===== src/rtl/reg_write_arbiter_if.sv =====
// Write-port bundle: host and sequencer request channels plus the register-bank strobe.
// Pure wiring, no latency of its own.
// Requesters hold valid and their address/data until they see ready at a rising edge.
interface reg_write_arbiter_if;
  logic       h_valid;
  logic       h_ready;
  logic [7:0] h_addr;
  logic [7:0] h_data;
  logic       s_valid;
  logic       s_ready;
  logic [7:0] s_addr;
  logic [7:0] s_data;
  logic       wr_en;
  logic [7:0] wr_addr;
  logic [7:0] wr_data;

  // Requester / register-bank side
  modport master (
    output h_valid, h_addr, h_data, s_valid, s_addr, s_data,
    input  h_ready, s_ready, wr_en, wr_addr, wr_data
  );

  // Arbiter side
  modport slave (
    input  h_valid, h_addr, h_data, s_valid, s_addr, s_data,
    output h_ready, s_ready, wr_en, wr_addr, wr_data
  );
endinterface


===== src/rtl/reg_write_arbiter.sv =====
// Arbitrates host and sequencer writes onto the register-bank port, locking the 24-bit frequency group.
// Latency: an accept at edge N gives wr_en during cycle N+1; one write per cycle sustained.
// Backpressure: ready is combinational; the host wins in IDLE, and only the lock owner is ready while locked.
module reg_write_arbiter #(
  parameter int unsigned LOCK_TIMEOUT = 255
) (
  input  logic                 clk,
  input  logic                 rst,
  reg_write_arbiter_if.slave   bus,
  output logic [1:0]           lock_owner,
  output logic                 timeout_pulse,
  output logic [7:0]           drop_count
);

  localparam logic [7:0] ADDR_FREQ_LO = 8'h02;
  localparam logic [7:0] ADDR_FREQ_HI = 8'h04;
  localparam logic [8:0] TIMEOUT      = 9'(LOCK_TIMEOUT);

  // The state encoding doubles as the lock_owner code.
  typedef enum logic [1:0] {
    IDLE   = 2'b00,
    LOCK_H = 2'b01,
    LOCK_S = 2'b10
  } state_t;

  state_t     state, state_next;
  logic [7:0] timer, timer_next;
  logic       pulse_next;

  logic       h_rdy, s_rdy;
  logic       h_acc, s_acc, acc;
  logic [7:0] acc_addr, acc_data;
  logic       writable;

  // Ready depends only on the current state and the host valid.
  always_comb begin
    h_rdy = 1'b0;
    s_rdy = 1'b0;
    case (state)
      IDLE: begin
        h_rdy = 1'b1;
        s_rdy = ~bus.h_valid;
      end
      LOCK_H:  h_rdy = 1'b1;
      LOCK_S:  s_rdy = 1'b1;
      default: ;
    endcase
  end

  assign bus.h_ready = h_rdy;
  assign bus.s_ready = s_rdy;

  // At most one requester is ready-and-valid in any state, so a simple mux picks the accepted write.
  assign h_acc    = bus.h_valid & h_rdy;
  assign s_acc    = bus.s_valid & s_rdy;
  assign acc      = h_acc | s_acc;
  assign acc_addr = h_acc ? bus.h_addr : bus.s_addr;
  assign acc_data = h_acc ? bus.h_data : bus.s_data;

  // Only control, frequency, duty and volume reach the bank; status and holes are swallowed.
  always_comb begin
    writable = 1'b0;
    case (acc_addr)
      8'h00, 8'h02, 8'h03, 8'h04, 8'h05, 8'h06: writable = 1'b1;
      default:                                  writable = 1'b0;
    endcase
  end

  // Lock FSM next state: enter on a freq-low write, leave on freq-high or after a silent timeout.
  always_comb begin
    state_next = state;
    timer_next = timer;
    pulse_next = 1'b0;
    case (state)
      IDLE: begin
        timer_next = 8'd0;
        if (acc && acc_addr == ADDR_FREQ_LO) begin
          state_next = h_acc ? LOCK_H : LOCK_S;
        end
      end
      LOCK_H, LOCK_S: begin
        if (acc) begin
          // Owner activity always beats an expiring timer.
          timer_next = 8'd0;
          if (acc_addr == ADDR_FREQ_HI) begin
            state_next = IDLE;
          end
        end else if ({1'b0, timer} + 9'd1 >= TIMEOUT) begin
          state_next = IDLE;
          timer_next = 8'd0;
          pulse_next = 1'b1;
        end else begin
          timer_next = timer + 8'd1;
        end
      end
      default: begin
        state_next = IDLE;
        timer_next = 8'd0;
      end
    endcase
  end

  // Lock state, idle timer and timeout pulse registers.
  always_ff @(posedge clk or posedge rst) begin
    if (rst) begin
      state         <= IDLE;
      timer         <= 8'd0;
      timeout_pulse <= 1'b0;
    end else begin
      state         <= state_next;
      timer         <= timer_next;
      timeout_pulse <= pulse_next;
    end
  end

  assign lock_owner = state;

  // Registered write strobe to the bank and saturating drop counter.
  always_ff @(posedge clk or posedge rst) begin
    if (rst) begin
      bus.wr_en   <= 1'b0;
      bus.wr_addr <= 8'h00;
      bus.wr_data <= 8'h00;
      drop_count  <= 8'd0;
    end else begin
      bus.wr_en <= acc & writable;
      if (acc && writable) begin
        bus.wr_addr <= acc_addr;
        bus.wr_data <= acc_data;
      end
      if (acc && !writable && drop_count != 8'hFF) begin
        drop_count <= drop_count + 8'd1;
      end
    end
  end

endmodule


===== src/flat_wrapper.sv =====
// flat-port wrapper written by rule: the top's interface ports become plain ports
module reg_write_arbiter_flat 
#(
  parameter int unsigned LOCK_TIMEOUT = 255
)
  (clk, rst, lock_owner, timeout_pulse, drop_count, bus_h_valid, bus_h_addr, bus_h_data, bus_s_valid, bus_s_addr, bus_s_data, bus_h_ready, bus_s_ready, bus_wr_en, bus_wr_addr, bus_wr_data);
  reg_write_arbiter_if bus_i ();
  input  logic clk;
  input  logic rst;
  output logic [1:0] lock_owner;
  output logic timeout_pulse;
  output logic [7:0] drop_count;
  input wire logic [$bits(bus_i.h_valid)-1:0] bus_h_valid;
  input wire logic [$bits(bus_i.h_addr)-1:0] bus_h_addr;
  input wire logic [$bits(bus_i.h_data)-1:0] bus_h_data;
  input wire logic [$bits(bus_i.s_valid)-1:0] bus_s_valid;
  input wire logic [$bits(bus_i.s_addr)-1:0] bus_s_addr;
  input wire logic [$bits(bus_i.s_data)-1:0] bus_s_data;
  output wire logic [$bits(bus_i.h_ready)-1:0] bus_h_ready;
  output wire logic [$bits(bus_i.s_ready)-1:0] bus_s_ready;
  output wire logic [$bits(bus_i.wr_en)-1:0] bus_wr_en;
  output wire logic [$bits(bus_i.wr_addr)-1:0] bus_wr_addr;
  output wire logic [$bits(bus_i.wr_data)-1:0] bus_wr_data;
  assign bus_i.h_valid = bus_h_valid;
  assign bus_i.h_addr = bus_h_addr;
  assign bus_i.h_data = bus_h_data;
  assign bus_i.s_valid = bus_s_valid;
  assign bus_i.s_addr = bus_s_addr;
  assign bus_i.s_data = bus_s_data;
  assign bus_h_ready = bus_i.h_ready;
  assign bus_s_ready = bus_i.s_ready;
  assign bus_wr_en = bus_i.wr_en;
  assign bus_wr_addr = bus_i.wr_addr;
  assign bus_wr_data = bus_i.wr_data;
  reg_write_arbiter #(.LOCK_TIMEOUT(LOCK_TIMEOUT)) u_core (.clk(clk), .rst(rst), .bus(bus_i), .lock_owner(lock_owner), .timeout_pulse(timeout_pulse), .drop_count(drop_count));
endmodule

===== config.mk =====
export PLATFORM = sky130hd
export DESIGN_NAME = reg_write_arbiter_flat
export DESIGN_NICKNAME = d
export VERILOG_FILES = /design/src/rtl/reg_write_arbiter_if.sv /design/src/rtl/reg_write_arbiter.sv /design/src/flat_wrapper.sv
export SDC_FILE = /design/constraint.sdc
export NUM_CORES = 1
export LEC_CHECK = 0
export ABC_AREA = 1
export CAP_MARGIN = 10
export CORE_AREA = 3 3 75 77
export DETAILED_ROUTE_END_ITERATION = 8
export DIE_AREA = 0 0 78 80
export PLACE_DENSITY = 0.74
export SLEW_MARGIN = 15
export SYNTH_ARGS = -nofsm -noshare
export SYNTH_HDL_FRONTEND = slang
export SYNTH_SLANG_ARGS = --single-unit

===== constraint.sdc =====
create_clock -name clk -period 5.8 [get_ports clk]
set_input_delay 1.16 -clock clk [delete_from_list [all_inputs] [get_ports clk]]
set_output_delay 1.16 -clock clk [all_outputs]
set_load 0.01 [all_outputs]

# Yosys cells after proc, flatten, opt, wreduce, memory -nomap -nowiden
# Cells that the tools add are included.
# totals
regBits	36
input_bits	36
out_inout_bits	30
elab_cells	55
# op_classes
muxes	17
bitwise_logic	5
addsub	3
reduce_logical	11
n_lt_le_gt_ge	1
n_eq_ne	11
# ops
op	count
two-way mux 8 bit	5
== test 8 x 3 -> 1 bit (second input constant)	3
adder 8 x 1 -> 8 bit (second input constant)	2
== test 8 x 2 -> 1 bit (second input constant)	2
two-way mux 2 bit	5
adder 8 x 1 -> 9 bit (second input constant)	1
>= comparator 9 x 8 -> 1 bit (second input constant)	1
zero test 8 bit	1
!= test 8 bit (second input constant)	1
OR reduction 6 bit	1
two-way mux 1 bit	5
logical AND 1 bit	4
one-hot mux 2 bit (2 select lines)	1
OR reduction 2 bit	2
bitwise AND 1 bit	3
!= test 3 x 1 -> 1 bit (second input constant)	1
!= test 3 bit (second input constant)	1
AND reduction 3 bit	1
== test 2 x 1 -> 1 bit (second input constant)	1
== test 2 bit (second input constant)	1
zero test 2 bit	1
!= test 2 x 1 -> 1 bit (second input constant)	1
one-hot mux 1 bit (2 select lines)	1
zero test 1 bit	1
other kinds (2)	2

# Depth between registers and ports, before layout
# Gate-level depths: netlist of run 1.
# depth
word_depth	11
ltp_mapped	17
depth_no_buf	15

# Least setup slack after synthesis of run 1
# Ideal clock, no wire load.
# synth_path
kind	input to output
startpoint	in bus_h_valid
endpoint	out bus_s_ready
required_ns	4.640
path_buffers	1
path_slack_ns	3.097
arrival_ns	1.543
cell_stages	4
cell_sequence	buf_4 inv_1 nand2_1 nand2_1
# synth_between
elab_chain_cells	2
# synth_lines
item	line_no	source
from (decl)	flat_wrapper.sv:13	input wire logic [$bits(bus_i.h_valid)-1:0] bus_h_valid;
NOT 1 bit	reg_write_arbiter.sv:42	s_rdy = ~bus.h_valid;
one-hot mux 1 bit (2 select lines)	reg_write_arbiter.sv:39	case (state)
to (decl)	flat_wrapper.sv:20	output wire logic [$bits(bus_i.s_ready)-1:0] bus_s_ready;
# Every way passes these cells.

# Worst setup path after layout of run 1
# Ends and elaborated chain as after synthesis.

==> impl_metrics.py, run 1 <==
metrics = {
    "clock_tree": {
        "cts.path.max_buffers": 2,
        "cts_tree": "built",
        "cts.clk_slew.worst_paths_ns": 0.07,
        "cts-resized-gates": 0,
        "post_cts.repair.setup_buffers": 0,
        "clock_latency_ns": 0.28,
        "cts_sinks": 36,
        "numCtsBuffers": 5,
        "htreeDepth": 2,
        "root_buffer": "clkbuf_8",
        "ctsHoldBuffers": 0,
    },
    "timing": {
        "max_slew_margin_pct": 65.50,
        "fmaxAchievable_mhz": 264.1,
        "rsz0062_at_grt": "no",
        "setup_viol": 0,
        "setup_tns_ns": 0,
        "report.final.slew_viol_count": 0,
        "hold_viol": 0,
        "skew_ns": 0.004250,
        "worst_pin_slew_ns": 0.5155,
        "finalWorstSetupSlack_ns": 2.013,
        "finalCriticalPeriod_ns": 3.787,
        "fin_crit_sh_pct": 65.29,
    },
    "route": {
        "first_pass_iters": 4,
        "wirelength_microns": 4577,
        "ant_nets": 0,
        "drc": 0,
        "wl_per_cell_microns": 10.72,
        "vias": 1933,
        "drt_iter0_markers": 115,
        "vias_per_cell": 4.527,
    },
    "placed_design": {
        "gp_congestion": 0.7534,
        "dp_hpwl_microns": 3627,
        "pre_cts_ws_ns": 1.997,
        "io_buffers": 65,
    },
    "cells_and_area": {
        "fin_nets": 398,
        "antenna_cells": 0,
        "area_growth_pct": 34.58,
        "drive_gt1_share_pct": 11.48,
        "fillers": 476,
    },
    "global_routing": {
        "use_met1_pct": 19.22,
        "grt_pass1_wl_microns": 8004,
        "grt_overflow_total": 0,
        "grt_usage_pct": 16.13,
        "met3_usage_pct": 3.725,
        "use_met2_pct": 28.00,
        "grt_pass1_vias": 1776,
        "top_usage_layer": "met2",
        "antenna_found_initial": 0,
        "grt_max_degree": 37,
    },
    "worst_setup_path": {
        "r2r_slack_ns": 3.61,
        "critPathSlowestCell": "clkdlybuf4s50_1",
        "worstSetupPathType": "in -> out",
        "timing.rr.start": "u_core.lock_owner[0]",
        "critPathBufInv": 3,
        "cp-start-kind": "input port",
        "crit_path_max_incr_delay_ns": 0.73,
        "worstPathRequired_ns": 4.64,
        "worst-r2r-cell-count": 14,
        "crit_chain": "clkdlybuf4s50_1 > inv_1 > nand2_1 > nand2_1 > clkdlybuf4s50_1",
        "endpoint_kind": "output pin",
        "critPathMaxFanout": 9,
        "critical-path-top-delay-family": "buffers and inverters",
        "cp.arrival_ns": 2.63,
        "path_depth": 5,
        "timing.rr.end": "u_core.bus.wr_data[7]",
    },
    "yosys": {
        "synth_edf_count": 0,
        "synth_compound_area_share_pct": 3.339,
        "ys_top_cells_by_count": "nand2_1 (98), inv_1 (38), dfrtp_1 (36), nor2_1 (25), nand3_1 (23)",
        "synthMuxAreaShare_pct": 0,
        "synth_top_cell_area_share_pct": 40.75,
        "synthArstFlopShare_pct": 100.0,
        "synth_top_family_by_area": "simple AND/OR/NAND/NOR gates",
        "synth_most_common_cell": "nand2_1",
        "yosys_warnings": 0,
        "yosys.area.top_type": "dfrtp_1",
        "synth.area.top_cells": "dfrtp_1 (41%), nand2_1 (17%), inv_1 (6.5%)",
        "synth-xor-area-share_pct": 2.377,
        "yosys.area_share.simple_pct": 39.11,
        "syn_nets": 330,
        "synth_cell_types": 30,
        "ys_seq_area_share_pct": 40.75,
        "synth_flop_cell": "dfrtp_1",
        "synth_area_per_cell_sq_um": 7.677,
        "syn-cell-area_sq_um": 2211,
        "synthAdderAreaFrac_pct": 3.396,
        "netlist_instances": 288,
        "ys_seq_elements": 36,
    },
    "floorplan": {
        "fp.dieW_microns": 78,
        "rows": 26,
        "ios": 66,
        "initial_core_util_pct": 43.57,
        "dieArea_sq_um": 6240,
        "core-area_sq_um": 5075,
        "die_h_microns": 80,
    },
    "min_path": {
        "whs_path_depth": 2,
        "min_to": "u_core.bus.wr_data[4]",
        "hp-start": "u_core.bus.wr_data[4]",
        "min_path_type": "reg -> reg",
    },
    "pwr": {
        "power.density_nw_per_um2": 391.7,
        "irDropWorstVdd_mv": 0.1984,
        "p_leak_uw": 0.001520,
    },
    "run_status": {
        "outcome": "complete, no violations",
    },
    "run": {
        "drv_cap": 0,
    },
}
stage by stage:
step / power, uW / std cells / cell area [sq um] / hold WS [ns] / utilization (%)
after detailed placement: 997.2 / 419 / 2883 / 0.4640 / 56.80
after global placement: 988.5 / 419 / 2883 / 0.4630 / 56.80
after global routing: 1262 / 427 / 2975 / 0.5095 / 58.63
after floorplan: 760.6 / 288 / 2211 / 0.5130 / -
final: 1166 / 427 / 2975 / 0.4844 / 58.63
after CTS: 1182 / 427 / 2975 / 0.4829 / 58.63
final cells by class:
cell class / count / area [sq um] / area share, %
Multi-Input combinational cell: 204 / 1066 / 35.83
Clock buffer: 6 / 82.58 / 2.775
Timing Repair Buffer: 66 / 658.1 / 22.12
Sequential cell: 36 / 900.9 / 30.28
Inverter: 43 / 170.2 / 5.719
Clock inverter: 2 / 10.01 / 0.3364
Tap cell: 70 / 87.58 / 2.944
flip-flops by register name, indices dropped and copies added (netlist names):
name,flops
u_core.drop_count,8
u_core.lock_owner,2
u_core.bus.wr_addr,8
u_core.timer,8
u_core.bus.wr_en,1
u_core.bus.wr_data,8
u_core.timeout_pulse,1
tightest hold or removal path, cell delays in order (launching register included):
cell and delay, ns:
dfrtp_1 0.35, nand2_1 0.05, nand2_1 0.06
worst max path at each step:
stage,startpoint,endpoint,slack [ns]
after CTS,bus_h_valid,bus_s_ready,2.00
after global routing,bus_h_valid,bus_s_ready,1.90
after global placement,bus_h_valid,bus_s_ready,2.00
after floorplan,bus_h_valid,bus_s_ready,3.10
final,bus_h_valid,bus_s_ready,2.01
after detailed placement,bus_h_valid,bus_s_ready,2.00
layout by cell type (no fill, tap or decap):
master           count
a21boi_0             1
a21oi_2              1
buf_4                1
clkbuf_8             6
clkdlybuf4s50_1     65
clkinv_2             3
dfrtp_1             36
ha_1                 6
inv_1               38
inv_2                2
inv_4                1
inv_6                1
nand2_1             98
nand2_2             13
nand2_4              5
nand2_8              2
nand3_1             23
nand3_2              1
nand3b_1             6
nand4_1              7
nor2_1              25
nor2_2               1
nor3_1               1
o21ai_0              1
o21ai_1              2
o21ai_2              4
o21bai_1             1
xnor2_1              5
xor2_1               1
power breakdown:
part           total [uW]  internal, uW  switching [uW]  leakage, uW
Combinational         588           281             307     0.000999
Clock                 181          94.7            85.9    0.0000510
Sequential            397           330            66.5     0.000470
Total                1170           706             460      0.00152
cells by family (layout without fill, tap and decap cells):
logic type / count (synthesis) / in the layout
AND/OR/NAND/NOR: 182 / 182
XOR/XNOR: 6 / 6
buffers and inverters: 48 / 117
flip-flops: 36 / 36
adder cells (fa/ha/maj): 6 / 6
AO/OA/AOI/OAI: 10 / 10
metal layers:
layer	vias to the layer above	share of wire, %	routed length [microns]
met5	-	0	0
met4	0	2.5	116
met3	8	3.7	171
met2	35	50	2282
met1	874	44	2006
li1	1016	-	-
(Power assumes the default switching activity.)
==> run 2: changes to the inputs <==
- clock period: 5.8 -> 3.73 ns (I/O delays scaled with it)
==> run 2 against run 1 <==
Critical path depth unchanged. Cell count unchanged. Sequential share of layout area decreased by 0.19 points. Via count down 1.8%. Flip-flop and latch count is the same. Total power increased by 60%. Largest cell class unchanged. Routed wire length shrank 0.33%. Worst setup slack worse by 1.3 ns. Combinational power up 55%. Utilization increased by 0.37 points. Clock skew increased by 0.00084 ns. Largest power group unchanged.
==> impl_metrics.py, run 2 (same netlist as run 1, synthesis figures left out) <==
metrics = {
    "timing": {
        "setup_viol": 0,
        "worst_pin_slew_ns": 0.5113,
        "report.final.slew_viol_count": 0,
        "finalWorstSetupSlack_ns": 0.7505,
        "skew_ns": 0.005094,
        "hold_slack_ns": 0.4789,
        "setup_tns_ns": 0,
        "max_slew_margin_pct": 65.78,
        "hold_viol": 0,
        "rsz0062_at_grt": "no",
        "fin_crit_sh_pct": 79.88,
        "fmaxAchievable_mhz": 335.6,
        "finalCriticalPeriod_ns": 2.980,
    },
    "route": {
        "ant_nets": 0,
        "vias_per_cell": 4.445,
        "wirelength_microns": 4562,
        "drt_iter0_markers": 95,
        "drc": 0,
        "wl_per_cell_microns": 10.68,
        "first_pass_iters": 4,
        "vias": 1898,
    },
    "cells_and_area": {
        "antenna_cells": 0,
        "final_cells": 427,
        "final_common_cell": "nand2_1",
        "fin_nets": 398,
        "drive_gt1_share_pct": 11.48,
        "area_growth_pct": 35.43,
        "mostFrequentLayoutCells": "nand2_1 (98), clkdlybuf4s50_1 (65), inv_1 (38)",
    },
    "clock_tree": {
        "root_buffer": "clkbuf_8",
        "cts_tree": "built",
        "cts.clk_slew.worst_paths_ns": 0.07,
        "ctsHoldBuffers": 0,
        "numCtsBuffers": 5,
        "htreeDepth": 2,
        "cts.path.max_buffers": 2,
        "clock_latency_ns": 0.28,
        "cts_sinks": 36,
        "cts-resized-gates": 0,
        "post_cts.repair.setup_buffers": 0,
    },
    "placed_design": {
        "dp_hpwl_microns": 3563,
        "gp_congestion": 0.7454,
        "post-place-cells": 419,
        "pre_cts_ws_ns": 0.7576,
        "io_buffers": 65,
    },
    "worst_setup_path": {
        "cp-start-kind": "input port",
        "critPathMaxFanout": 9,
        "worstSetupPathType": "in -> out",
        "endpoint_kind": "output pin",
        "worstPathRequired_ns": 2.98,
        "cp.arrival_ns": 2.23,
        "r2r_slack_ns": 1.54,
    },
    "run": {
        "drv_cap": 0,
    },
    "global_routing": {
        "grt_max_degree": 37,
        "grt_usage_pct": 15.57,
        "antenna_found_initial": 0,
        "grt_overflow_total": 0,
        "grt_pass1_vias": 1730,
        "grt_pass1_wl_microns": 7783,
    },
    "pwr": {
        "irDropWorstVdd_mv": 0.2974,
        "p_leak_uw": 0.001523,
        "power.density_nw_per_um2": 624.3,
    },
    "run_status": {
        "outcome": "complete, no violations",
    },
    "floorplan": {
        "ios": 66,
        "initial_core_util_pct": 43.57,
        "fp.dieW_microns": 78,
        "dieArea_sq_um": 6240,
        "die_h_microns": 80,
        "rows": 26,
        "core-area_sq_um": 5075,
    },
    "min_path": {
        "min_path_type": "reg -> reg",
    },
}
-- run 2: changes by cell type in the layout (fill, tap and decap cells not counted) --
cell,before,now
bufinv_16,0,1
clkbuf_8,6,5
clkinv_2,3,2
clkinvlp_4,0,1
-- run 2: worst max-delay path, cell delays in order --
cell and delay (ns):
clkdlybuf4s50_1 0.73, inv_1 0.08, nand2_1 0.09, nand2_1 0.09
clkdlybuf4s50_1 0.49
-- run 2: layout make-up --
cell class,instances,area [sq um]
clock buffers,5,68.82
repair buffers,66,658.1
clock inverters,3,42.54
fillers,493,2081
inverters,43,170.2
flip-flops and latches,36,900.9
multi-input cells,204,1066
well taps,70,87.58
-- run 2: stage by stage --
| step | area, sq um | util, % | total power [uW] |
|---|---|---|---|
| 5_1_grt | 2994 | 59.00 | 2017 |
| 6_report | 2994 | 59.00 | 1869 |
| 3_3_place_gp | 2883 | 56.80 | 1536 |
| 2_1_floorplan | 2211 | - | 1183 |
| 3_5_place_dp | 2883 | 56.80 | 1549 |
| 4_1_cts | 2994 | 59.00 | 1892 |
-- run 2: metal layers --
| metal | up-vias | GRT usage [%] | part of all wire (%) |
|---|---|---|---|
| li1 | 1017 | - | - |
| met1 | 841 | 19.99 | 46 |
| met2 | 34 | 26.20 | 49 |
| met5 | - | 0 | 0 |
| met3 | 6 | 3.837 | 4.2 |
| met4 | 0 | 4.196 | 1.1 |
-- run 2: where the power goes --
group	switching (uW)	internal, uW
sequential	105	513
clock	141	198
combinational	475	437
total	721	1150
-- run 2: worst paths after layout --
| kind | startpoint | endpoint | depth (start not counted) |
|---|---|---|---|
| min in group asynchronous | rst | u_core.bus.wr_addr[6] | 3 |
| worst max register to register | u_core.lock_owner[0] | u_core.lock_owner[0] | 13 |
| worst max-delay path | bus_h_valid | bus_s_ready | 5 |
| max in group asynchronous | rst | u_core.drop_count[1] | 3 |
| worst min-delay path | u_core.bus.wr_data[4] | u_core.bus.wr_data[4] | 2 |
| worst min register to register | u_core.bus.wr_data[4] | u_core.bus.wr_data[4] | 2 |
==> run 3: changes to the inputs <==
- CORE_AREA: 3 3 75 77 -> 3 3 76 78
- DIE_AREA: 0 0 78 80 -> 0 0 79 81
- PLACE_DENSITY: 0.74 -> 0.75
- clock period: 3.73 -> 2.5 ns (I/O delays scaled with it)
==> run 3 against run 2 <==
Sequential power is 50% higher. Worst setup slack lost 0.59 ns. Die area is 2.5% higher. Critical path depth grew 1. Flip-flop and latch count unchanged. Design area rose by 0.75%. Sequential share of layout area down 0.22 points. Total power is 50% higher. Clock-buffer cell count stayed put.
==> impl_metrics.py, run 3 (same netlist as run 1, synthesis figures left out) <==
metrics = {
    "timing": {
        "hold_viol": 0,
        "finalWorstSetupSlack_ns": 0.1643,
        "skew_ns": 0.006020,
        "finalCriticalPeriod_ns": 2.336,
        "max_slew_margin_pct": 67.09,
        "worst_pin_slew_ns": 0.4918,
        "fmaxAchievable_mhz": 428.1,
        "setup_tns_ns": 0,
        "fin_crit_sh_pct": 93.43,
        "report.final.slew_viol_count": 0,
        "setup_viol": 0,
        "rsz0062_at_grt": "no",
    },
    "worst_setup_path": {
        "worstPathRequired_ns": 2.00,
        "cp-start-kind": "input port",
        "critPathBufInv": 4,
        "worstSetupPathType": "in -> out",
        "critPathMaxFanout": 3,
        "worst-r2r-cell-count": 15,
        "cp.arrival_ns": 1.84,
        "crit_path_max_incr_delay_ns": 0.55,
        "crit_chain": "clkdlybuf4s50_1 > buf_4 > inv_1 > nand2_1 > nand2_1 > clkdlybuf4s50_1",
        "critical-path-top-delay-family": "buffers and inverters",
        "path_depth": 6,
        "endpoint_kind": "output pin",
        "critPathSlowestCell": "clkdlybuf4s50_1",
    },
    "pwr": {
        "irDropWorstVdd_mv": 0.4798,
        "power.density_nw_per_um2": 929.5,
        "p_leak_uw": 0.001538,
    },
    "placed_design": {
        "post-place-cells": 422,
        "io_buffers": 65,
        "pre_cts_ws_ns": 0.1247,
        "dp_hpwl_microns": 3851,
        "placed_cell_area_sq_um": 2905,
        "gp_congestion": 0.8209,
    },
    "floorplan": {
        "fp.dieW_microns": 79,
        "dieArea_sq_um": 6399,
        "core-area_sq_um": 5140,
        "ios": 66,
        "die_h_microns": 81,
        "rows": 26,
        "initial_core_util_pct": 43.01,
    },
    "global_routing": {
        "grt_usage_pct": 15.89,
        "grt_pass1_vias": 1884,
        "grt_pass1_wl_microns": 8052,
        "antenna_found_initial": 0,
        "grt_max_degree": 37,
        "grt_overflow_total": 0,
    },
    "cells_and_area": {
        "post-route-util_pct": 58.69,
        "drive_gt1_share_pct": 12.22,
        "final_common_cell": "nand2_1",
        "area_growth_pct": 36.45,
        "fillers": 502,
        "fin_nets": 401,
        "antenna_cells": 0,
        "design_area_sq_um": 3017,
        "mostFrequentLayoutCells": "nand2_1 (98), clkdlybuf4s50_1 (65), inv_1 (38)",
        "final_cells": 430,
    },
    "clock_tree": {
        "numCtsBuffers": 5,
        "post_cts.repair.setup_buffers": 0,
        "cts.clk_slew.worst_paths_ns": 0.07,
        "cts_sinks": 36,
        "cts_tree": "built",
        "cts-resized-gates": 0,
        "cts.path.max_buffers": 2,
        "clock_latency_ns": 0.28,
        "htreeDepth": 2,
        "ctsHoldBuffers": 0,
        "root_buffer": "clkbuf_8",
    },
    "route": {
        "vias_per_cell": 4.563,
        "wirelength_microns": 4732,
        "drc": 0,
        "wl_per_cell_microns": 11.00,
        "ant_nets": 0,
        "vias": 1962,
        "drt_iter0_markers": 84,
        "first_pass_iters": 4,
    },
    "run": {
        "drv_cap": 0,
    },
    "min_path": {
        "min_path_type": "reg -> reg",
        "whs_path_depth": 2,
    },
    "run_status": {
        "outcome": "complete, no violations",
    },
}
-- run 3: final timing paths --
check,slack (ns),startpoint,end
worst max-delay path,0.16,bus_h_valid,bus_s_ready
worst max register to register,0.36,u_core.lock_owner[0],u_core.drop_count[6]
min in group asynchronous,0.63,rst,u_core.bus.wr_addr[6]
worst min register to register,0.49,u_core.bus.wr_data[0],u_core.bus.wr_data[0]
max in group asynchronous,1.56,rst,u_core.timer[6]
worst min-delay path,0.49,u_core.bus.wr_data[0],u_core.bus.wr_data[0]
-- run 3: layout make-up --
| class | count | area, sq um | area share [%] |
|---|---|---|---|
| repair buffers | 69 | 680.7 | 22.56 |
| multi-input cells | 204 | 1066 | 35.34 |
| flip-flops and latches | 36 | 900.9 | 29.86 |
| clock inverters | 3 | 42.54 | 1.410 |
| clock buffers | 5 | 68.82 | 2.281 |
| inverters | 43 | 170.2 | 5.641 |
| well taps | 70 | 87.58 | 2.903 |
-- run 3: routing by layer --
metal | part of all wire, % | routed length [microns] | GRT usage (%) | vias up
li1 | - | - | - | 1026
met4 | 1.7 | 81 | 6.014 | 0
met5 | 0 | 0 | 0 | -
met3 | 3.8 | 181 | 3.991 | 6
met1 | 42 | 1995 | 18.44 | 885
met2 | 52 | 2474 | 28.28 | 45
-- run 3: tightest hold or removal path: stages (launching register included) --
cell and delay (ns):
dfrtp_1 0.35, nand2_1 0.06, nand2_1 0.06
-- run 3: per-stage QoR --
| step | hold WS (ns) | power (uW) |
|---|---|---|
| 6_report | 0.4882 | 2804 |
| 5_1_grt | 0.5141 | 3031 |
| 4_1_cts | 0.4885 | 2841 |
| 3_5_place_dp | 0.4695 | 2333 |
| 3_3_place_gp | 0.4648 | 2313 |
| 2_1_floorplan | 0.5130 | 1765 |
-- run 3: power by group --
| part | switching, uW | internal [uW] | leakage, uW |
|---|---|---|---|
| combinational | 715 | 666 | 0.00101 |
| clock | 201 | 295 | 0.0000541 |
| sequential | 161 | 765 | 0.000470 |
